==> src/rtl/pc_sequencer_pkg.sv <==
// Shared definitions for the PC stage: branch codes (common with the branch
// checker and decoder) and the sequencer state encoding.
package pc_sequencer_pkg;

  localparam logic [2:0] BR_NONE = 3'b000;
  localparam logic [2:0] BR_REG  = 3'b001;
  localparam logic [2:0] BR_LINK = 3'b010;
  localparam logic [2:0] BR_LTZ  = 3'b011;
  localparam logic [2:0] BR_Z    = 3'b100;
  localparam logic [2:0] BR_NZ   = 3'b101;
  localparam logic [2:0] BR_CY   = 3'b110;
  localparam logic [2:0] BR_NCY  = 3'b111;

  typedef enum logic [1:0] {
    IDLE   = 2'b00,
    RUN    = 2'b01,
    BUBBLE = 2'b10,
    HALT   = 2'b11
  } state_e;

  // A jump decision without a branch code is not a redirect.
  function automatic logic is_taken(input logic [2:0] branch, input logic jump);
    return jump && (branch != BR_NONE);
  endfunction

endpackage

==> src/rtl/pc_sequencer_if.sv <==
// Control/address bundle between the pipeline front end and the PC sequencer.
interface pc_sequencer_if #(parameter int AW = 32);

  logic          start;
  logic          stall;
  logic          halt_req;
  logic [2:0]    branch;
  logic          jump;
  logic [AW-1:0] imm_target;
  logic [AW-1:0] reg_target;
  logic [AW-1:0] pc;
  logic          instr_valid;
  logic          flush;
  logic          link_we;
  logic [AW-1:0] link_addr;
  logic          halted;

  modport master (
    output start, stall, halt_req, branch, jump, imm_target, reg_target,
    input  pc, instr_valid, flush, link_we, link_addr, halted
  );

  modport slave (
    input  start, stall, halt_req, branch, jump, imm_target, reg_target,
    output pc, instr_valid, flush, link_we, link_addr, halted
  );

endinterface

==> src/rtl/pc_sequencer_pc_next_mux.sv <==
// Combinational next-PC select: redirect target when taken, else pc+1 (wrapping).
module pc_next_mux
  import pc_sequencer_pkg::*;
#(
  parameter int AW = 32
) (
  input  logic [AW-1:0] i_pc,
  input  logic [2:0]    i_branch,
  input  logic          i_jump,
  input  logic [AW-1:0] i_imm_target,
  input  logic [AW-1:0] i_reg_target,
  output logic [AW-1:0] o_next_pc,
  output logic          o_taken
);

  logic [AW-1:0] w_target;

  // Register branches use the register operand; all other codes are absolute.
  always_comb begin
    w_target  = i_imm_target;
    o_taken   = is_taken(i_branch, i_jump);
    o_next_pc = i_pc + {{(AW-1){1'b0}}, 1'b1};
    if (i_branch == BR_REG) begin
      w_target = i_reg_target;
    end else begin
      w_target = i_imm_target;
    end
    if (o_taken) begin
      o_next_pc = w_target;
    end else begin
      o_next_pc = i_pc + {{(AW-1){1'b0}}, 1'b1};
    end
  end

endmodule

==> src/rtl/pc_sequencer.sv <==
// Program-counter sequencer: start-up, stall, post-redirect bubble, link write
// and terminal halt. All outputs come straight from registers.
module pc_sequencer
  import pc_sequencer_pkg::*;
#(
  parameter int            AW       = 32,
  parameter logic [AW-1:0] RESET_PC = {AW{1'b0}}
) (
  input  logic           clk,
  input  logic           rst_n,
  pc_sequencer_if.slave  bus
);

  state_e        r_state;
  logic [AW-1:0] r_pc;
  logic          r_instr_valid;
  logic          r_flush;
  logic          r_link_we;
  logic [AW-1:0] r_link_addr;
  logic          r_halted;
  logic [AW-1:0] w_next_pc;
  logic          w_taken;

  pc_next_mux #(.AW(AW)) u_next_mux (
    .i_pc         (r_pc),
    .i_branch     (bus.branch),
    .i_jump       (bus.jump),
    .i_imm_target (bus.imm_target),
    .i_reg_target (bus.reg_target),
    .o_next_pc    (w_next_pc),
    .o_taken      (w_taken)
  );

  // State machine and registered outputs; flush/link_we default low so they pulse.
  always_ff @(posedge clk or negedge rst_n) begin
    if (!rst_n) begin
      r_state       <= IDLE;
      r_pc          <= RESET_PC;
      r_instr_valid <= 1'b0;
      r_flush       <= 1'b0;
      r_link_we     <= 1'b0;
      r_link_addr   <= {AW{1'b0}};
      r_halted      <= 1'b0;
    end else begin
      r_flush   <= 1'b0;
      r_link_we <= 1'b0;
      case (r_state)
        IDLE: begin
          r_pc <= RESET_PC;
          if (bus.start) begin
            r_state       <= RUN;
            r_instr_valid <= 1'b1;
          end else begin
            r_instr_valid <= 1'b0;
          end
        end
        RUN: begin
          if (bus.stall) begin
            r_state <= RUN;
          end else if (bus.halt_req) begin
            r_state       <= HALT;
            r_instr_valid <= 1'b0;
            r_halted      <= 1'b1;
          end else if (w_taken) begin
            r_state       <= BUBBLE;
            r_pc          <= w_next_pc;
            r_flush       <= 1'b1;
            r_instr_valid <= 1'b0;
            if (bus.branch == BR_LINK) begin
              r_link_we   <= 1'b1;
              r_link_addr <= r_pc + {{(AW-1){1'b0}}, 1'b1};
            end else begin
              r_link_we   <= 1'b0;
            end
          end else begin
            r_pc <= w_next_pc;
          end
        end
        BUBBLE: begin
          if (bus.stall) begin
            r_state <= BUBBLE;
          end else if (bus.halt_req) begin
            r_state  <= HALT;
            r_halted <= 1'b1;
          end else begin
            r_state       <= RUN;
            r_instr_valid <= 1'b1;
          end
        end
        HALT: begin
          r_instr_valid <= 1'b0;
          r_halted      <= 1'b1;
        end
        default: begin
          r_state       <= IDLE;
          r_pc          <= RESET_PC;
          r_instr_valid <= 1'b0;
          r_halted      <= 1'b0;
        end
      endcase
    end
  end

  assign bus.pc          = r_pc;
  assign bus.instr_valid = r_instr_valid;
  assign bus.flush       = r_flush;
  assign bus.link_we     = r_link_we;
  assign bus.link_addr   = r_link_addr;
  assign bus.halted      = r_halted;

endmodule

==> src/flat_wrapper.sv <==
// flat-port wrapper written by rule: the top's interface ports become plain ports
module pc_sequencer_flat import pc_sequencer_pkg::*;
#(
  parameter int            AW       = 32,
  parameter logic [AW-1:0] RESET_PC = {AW{1'b0}}
)
  (clk, rst_n, bus_start, bus_stall, bus_halt_req, bus_branch, bus_jump, bus_imm_target, bus_reg_target, bus_pc, bus_instr_valid, bus_flush, bus_link_we, bus_link_addr, bus_halted);
  pc_sequencer_if #(.AW(AW)) bus_i ();
  input  logic clk;
  input  logic rst_n;
  input wire logic [$bits(bus_i.start)-1:0] bus_start;
  input wire logic [$bits(bus_i.stall)-1:0] bus_stall;
  input wire logic [$bits(bus_i.halt_req)-1:0] bus_halt_req;
  input wire logic [$bits(bus_i.branch)-1:0] bus_branch;
  input wire logic [$bits(bus_i.jump)-1:0] bus_jump;
  input wire logic [$bits(bus_i.imm_target)-1:0] bus_imm_target;
  input wire logic [$bits(bus_i.reg_target)-1:0] bus_reg_target;
  output wire logic [$bits(bus_i.pc)-1:0] bus_pc;
  output wire logic [$bits(bus_i.instr_valid)-1:0] bus_instr_valid;
  output wire logic [$bits(bus_i.flush)-1:0] bus_flush;
  output wire logic [$bits(bus_i.link_we)-1:0] bus_link_we;
  output wire logic [$bits(bus_i.link_addr)-1:0] bus_link_addr;
  output wire logic [$bits(bus_i.halted)-1:0] bus_halted;
  assign bus_i.start = bus_start;
  assign bus_i.stall = bus_stall;
  assign bus_i.halt_req = bus_halt_req;
  assign bus_i.branch = bus_branch;
  assign bus_i.jump = bus_jump;
  assign bus_i.imm_target = bus_imm_target;
  assign bus_i.reg_target = bus_reg_target;
  assign bus_pc = bus_i.pc;
  assign bus_instr_valid = bus_i.instr_valid;
  assign bus_flush = bus_i.flush;
  assign bus_link_we = bus_i.link_we;
  assign bus_link_addr = bus_i.link_addr;
  assign bus_halted = bus_i.halted;
  pc_sequencer #(.AW(AW), .RESET_PC(RESET_PC)) u_core (.clk(clk), .rst_n(rst_n), .bus(bus_i));
endmodule
==> config.mk <==
export PLATFORM = sky130hd
export DESIGN_NAME = pc_sequencer_flat
export DESIGN_NICKNAME = d
export VERILOG_FILES = /design/src/rtl/pc_sequencer_pkg.sv /design/src/rtl/pc_sequencer_if.sv /design/src/rtl/pc_sequencer_pc_next_mux.sv /design/src/rtl/pc_sequencer.sv /design/src/flat_wrapper.sv
export SDC_FILE = /design/constraint.sdc
export NUM_CORES = 1
export LEC_CHECK = 0
export CAP_MARGIN = 20
export CELL_PAD_IN_SITES_DETAIL_PLACEMENT = 1
export CELL_PAD_IN_SITES_GLOBAL_PLACEMENT = 1
export CORE_UTILIZATION = 35
export CTS_BUF_LIST = sky130_fd_sc_hd__clkbuf_4
export DETAILED_ROUTE_END_ITERATION = 10
export GPL_TIMING_DRIVEN = 0
export HOLD_SLACK_MARGIN = 0.15
export PLACE_DENSITY = 0.92
export SLEW_MARGIN = 10
export SYNTH_ARGS = -nofsm -noshare
export SYNTH_HDL_FRONTEND = slang
export SYNTH_SLANG_ARGS = --single-unit
==> constraint.sdc <==
create_clock -name clk -period 3.09 [get_ports clk]
set_clock_uncertainty 0.05 [all_clocks]
set_input_delay 0.618 -clock clk [delete_from_list [all_inputs] [get_ports clk]]
set_output_delay 0.618 -clock clk [all_outputs]
set_load 0.005 [all_outputs]
After elaboration in Yosys (flattened, before gate mapping)
Index checks and enable logic that the tools add are counted.
{ "op_classes": {"n_bitwise": 2, "n_eq_ne": 14, "reduce_logical": 12, "add_sub_neg": 1, "n_mux": 31} }
{ "ops": {"columns": ["operator", "n"], "rows": [
  ["$mux W32", 4],
  ["$pmux W32 S2", 1],
  ["$add A32 B1 Y32 const B", 1],
  ["$mux W1", 17],
  ["$mux W2", 6],
  ["$ne A2 B2 Y1 const B", 6],
  ["$reduce_and A3 Y1", 3],
  ["$pmux W2 S3", 1],
  ["$reduce_bool A3 Y1", 2],
  ["$reduce_and A5 Y1", 1],
  ["$eq A2 B2 Y1 const B", 2],
  ["$ne A4 B4 Y1 const B", 1],
  ["$pmux W1 S4", 1],
  ["$reduce_and A4 Y1", 1],
  ["$reduce_bool A2 Y1", 2],
  ["$eq A3 B1 Y1 const B", 1],
  ["$eq A3 B2 Y1 const B", 1],
  ["$ne A3 B3 Y1 const B", 1],
  ["$eq A2 B1 Y1 const B", 1],
  ["$logic_not A2 Y1", 1],
  ["$ne A2 B1 Y1 const B", 1],
  ["$not A1 Y1", 2],
  ["$pmux W1 S2", 1],
  ["$reduce_or A2 Y1", 1],
  ["$logic_and A1 B1 Y1", 1]
]} }
{ "word_totals": {"word_cells": 67, "output_inout_bits": 68, "register_bits": 70} }

Logic depth before layout (Yosys ltp)
{ "depth": {"ltp_word": 6, "depth_mapped": 9, "ltp_nobuf": 7} }

Cells and area by module
Synthesis repeated with hierarchy kept, for this count alone.
{ "unflattened": {"cells_unflattened": 540, "area_unflattened_um2": 4724.5} }
{ "modules_own_cells": {"columns": ["module", "area_per_inst_um2", "cells_per_inst", "seq_area_each_um2", "n_inst"], "rows": [
  ["pc_sequencer", 3208.1, 295, 1751.7, 1],
  ["pc_next_mux", 1516.5, 245, 0.0, 1]
]} }

Least setup slack after synthesis
No wires, ideal clock.
{ "synth_timing": {"kind": "flip-flop to flip-flop", "start": "register u_core.r_state[1]", "end": "register u_core.r_pc[30] (netlist: u_core.bus.pc[30])", "path_slack_ps": 874, "required_ps": 2914, "stages_incl_launch_ff": 9, "t_arrival_ps": 2040, "setup_time_ps": 126, "cell_sequence": "dfrtp_1 inv_1 ha_1 clkbuf_1 mux2_2 nand2_1 clkbuf_1 nor2_1 a221o_1"} }
{ "synth_via": {"elab_chain_cells": 3} }
{ "synth_rtl": {"columns": ["element", "line_no", "rtl"], "rows": [
  ["from (decl)", "pc_sequencer.sv:14", "state_e r_state;"],
  ["from (signal assigned)", "pc_sequencer.sv:37", "r_state <= IDLE;"],
  ["from (signal assigned)", "pc_sequencer.sv:51", "r_state <= RUN;"],
  ["from (signal assigned)", "pc_sequencer.sv:59", "r_state <= RUN;"],
  ["$eq A2 B1 Y1 or $logic_not A2 Y1 (tied branches)", "pc_sequencer.sv:47", "case (r_state)"],
  ["$ne A2 B2 Y1 (no line) or $reduce_bool A2 Y1 (tied branches)", null, null],
  ["$reduce_and A3 Y1 (no line)", null, null],
  ["to (signal assigned)", "pc_sequencer.sv:66", "r_pc <= w_next_pc;"],
  ["to (signal assigned)", "pc_sequencer.sv:76", "r_pc <= w_next_pc;"],
  ["to (decl)", "pc_sequencer.sv:15", "logic [AW-1:0] r_pc;"]
]} }
Parallel ways exist; a longest one is shown, timed or not.
A chain may end at the register's enable or synchronous reset.

Worst setup path in the final report
{ "layout_timing": {"start": "register u_core.r_state[1]", "end": "register u_core.r_pc[29] (netlist: u_core.bus.pc[29])"} }
The elaborated chain is that of the path after synthesis.

==> reports/qor.yml <==
p_int_mw: 2.504
dp_slack_ps: -67.71
track_usage_pct: 26.30
synthArstFlopShare_pct: 100.0
wl_per_cell_um: 20.29
p_leak_nw: 2.305
cts.reportedPaths.clkPinSlew_ps: 130
grt_max_degree: 50
post-route-period-util_pct: 92.93
synth.area.top_cells: "dfrtp_1 (42%), nand2_1 (7.9%), o21ai_0 (7.5%), xnor2_1 (5.2%), a21oi_1 (4.3%)"
drtAntennaViolNets: 0
status: "finished, violations left"
swShare_pct: 41.14
p_switching_mw: 1.750
synthCells: 487
seq_area_frac_synth_pct: 41.63
seqPwrFrac_pct: 37.6
slew_headroom_pct: 36.25
vias: 4490
cp-start-kind: "register"
yosys_register_bits: 70
combPwrFrac_pct: 48.1
clk_path_buf_depth: 2
finalHoldViolCount: 0
cp_data_arrival_time_ps: 3130
syn_nets: 564
ios: 141
port_buffers: 140
gp_congestion: 0.8640
core_area_um2: 11560
synth_edf_count: 0
clock_latency_ps: 430
firstDrtPassIters: 8
synth.most_common_cell: "nand2_1"
die_width_um: 111.6
grt_pass1_wl_um: 25640
diodes: 0
grt_pass1_vias: 4821
critical_path_class: "reg2reg"
finalSetupTns_ps: 0
tightest_slew_ps: 929.6
cts_resized: 0
finalMaxSlewViolations: 0
initial_utilization_pct: 36.38
p_per_area_nw_per_um2: 715.1
finalSetupViolCount: 0
fin_crit_ps: 2871
routed_wl_um: 15970
clock_sinks: 70
die_height_um: 111.6
maxClockFrequency_mhz: 348.3
final_nets: 717
area_growth_pct: 41.39
rsz0062_at_grt: "false"
rows: 39
overflow: 0
hp-class: "reg2reg"
clockRootBuffer: "clkbuf_4"
dp_hpwl_um: 12050
synth_top_area_share_pct: 41.63
synth_top_area_cell: "dfrtp_1"
cts_tree: "built"
cp-end-kind: "register"
vias_per_cell: 5.705
ir_worst_vdd_uv: 249.1
die_area_um2: 12460
syn_area_um2: 4208
drv_cap: 0
synth_ff_type: "dfrtp_1"
antenna_found_initial: 0
yosys.cell_types.count: 47
cp.required_ps: 3350
numCtsBuffers: 9
drtIter0Drc: 250
layout-drive-gt1-share_pct: 6.056
synth_commonest_cells: "nand2_1 (89), dfrtp_1 (70), o21ai_0 (63)"
failed_checks: "DRC"
drc: 9
synth-warning-count: 0
fin_ws_ps: 218.6
syn_avg_cell_area_um2: 8.640
clockPowerShare_pct: 14.2
h-tree-depth: 3
crit_fanout: 10
==> power groups by stage <==
stage                     Sequential (mW)  Clock, mW  Combinational [mW]
after floorplan                      1.54          0               0.961
after global placement               1.58          0                1.93
after detailed placement             1.61          0                2.03
after CTS                            1.59      0.603                2.05
after global routing                 1.65      0.639                2.22
final                                1.60      0.606                2.05
==> kinds of logic after synthesis <==
| family | Yosys count | synth area share (%) |
|---|---|---|
| buffers and inverters | 42 | 4.341 |
| AO/OA/AOI/OAI | 145 | 21.50 |
| XOR/XNOR | 30 | 6.244 |
| AND/OR/NAND/NOR | 180 | 21.20 |
| adder cells (fa/ha/maj) | 4 | 1.189 |
| multiplexers | 16 | 3.895 |
| flip-flops | 70 | 41.63 |
==> final timing paths <==
kind	from	end	slack, ps	cells after the start
worst min-delay path	u_core.bus.link_addr[0]$_DFFE_PN0P_	u_core.bus.link_addr[0]$_DFFE_PN0P_	440	2
max in group asynchronous	rst_n	u_core.bus.link_addr[15]$_DFFE_PN0P_	1850	3
worst max register to register	u_core.r_state[1]$_DFFE_PN0P_	u_core.bus.pc[29]$_DFFE_PN0P_	220	8
min in group asynchronous	rst_n	u_core.bus.link_addr[0]$_DFFE_PN0P_	570	2
worst min register to register	u_core.bus.link_addr[0]$_DFFE_PN0P_	u_core.bus.link_addr[0]$_DFFE_PN0P_	440	2
worst max-delay path	u_core.r_state[1]$_DFFE_PN0P_	u_core.bus.pc[29]$_DFFE_PN0P_	220	8
==> registers in the layout (all words and copies together), names as in the netlist <==
signal	count
u_core.bus.link_addr	32
u_core.bus.link_we	1
u_core.bus.instr_valid	1
u_core.r_state	2
u_core.bus.halted	1
u_core.bus.pc	32
u_core.bus.flush	1
==> routing by layer <==
metal  GRT usage, %  up-vias  routed length, um
met1          33.38     2233               6859
met2          43.69      157               7668
met5              0        -                  0
met3          5.444       39                919
li1               -     2061                  -
met4          10.63        0                518
==> cell type report <==
cell class,instances,area (um2)
Clock inverter,5,51.30
Clock buffer,10,75.07
Buffer,31,141.4
Sequential cell,70,1752
Tap cell,143,178.9
Inverter,11,41.29
Multi-Input combinational cell,375,2273
Fill cell,1395,5615
Timing Repair Buffer,142,1436
==> placed cells by master, fill, tap and decap left out, types with 2 or more instances in the layout <==
| master | count |
|---|---|
| clkdlybuf4s50_1 | 139 |
| nand2_1 | 89 |
| dfrtp_1 | 70 |
| o21ai_0 | 63 |
| a21oi_1 | 36 |
| nor2_1 | 25 |
| xnor2_1 | 25 |
| clkbuf_1 | 23 |
| nand3_1 | 13 |
| mux2i_1 | 13 |
| a221o_1 | 12 |
| inv_1 | 11 |
| nor3_1 | 11 |
| clkbuf_4 | 10 |
| nand4_1 | 9 |
| and4_1 | 7 |
| o2bb2ai_1 | 7 |
| o32a_1 | 6 |
| buf_2 | 5 |
| xor2_1 | 5 |
| o32ai_1 | 4 |
| a22o_1 | 4 |
| nor4_2 | 4 |
| nand2b_1 | 4 |
| ha_1 | 4 |
| and3_1 | 3 |
| mux2_2 | 3 |
| o22ai_1 | 3 |
| nor4_1 | 3 |
| or3_1 | 2 |
| buf_6 | 2 |
| buf_4 | 2 |
| and2_1 | 2 |
| o211ai_1 | 2 |
| or2_2 | 2 |
| clkinv_2 | 2 |
==> through the flow <==
stage | cells | utilization [%] | instance area [um2] | hold WS [ps] | power [mW]
floorplan | 487 | - | 4208 | 272.4 | 2.499
global placement | 770 | 50.05 | 5788 | 404.0 | 3.509
detailed placement | 771 | 50.27 | 5813 | 419.2 | 3.636
CTS | 787 | 51.44 | 5949 | 448.1 | 4.239
global route | 787 | 51.44 | 5949 | 461.8 | 4.507
finish | 787 | 51.44 | 5949 | 442.7 | 4.255
==> critical path, stage by stage (launching register included) <==
cell and delay, ps:
dfrtp_1 430, inv_1 90, ha_1 140, clkbuf_1 340, mux2_2 460, nand2_1 280, clkbuf_1 500, nor2_1 120
a221o_1 340
==> repair_timing <==
item / 4_1_cts / 5_1_grt
buffers inserted: 0 / 0
hold endpoints to repair: 21 / 0
hold buffers: 1 / 0
No activity file was read; power rests on OpenSTA's default activity.
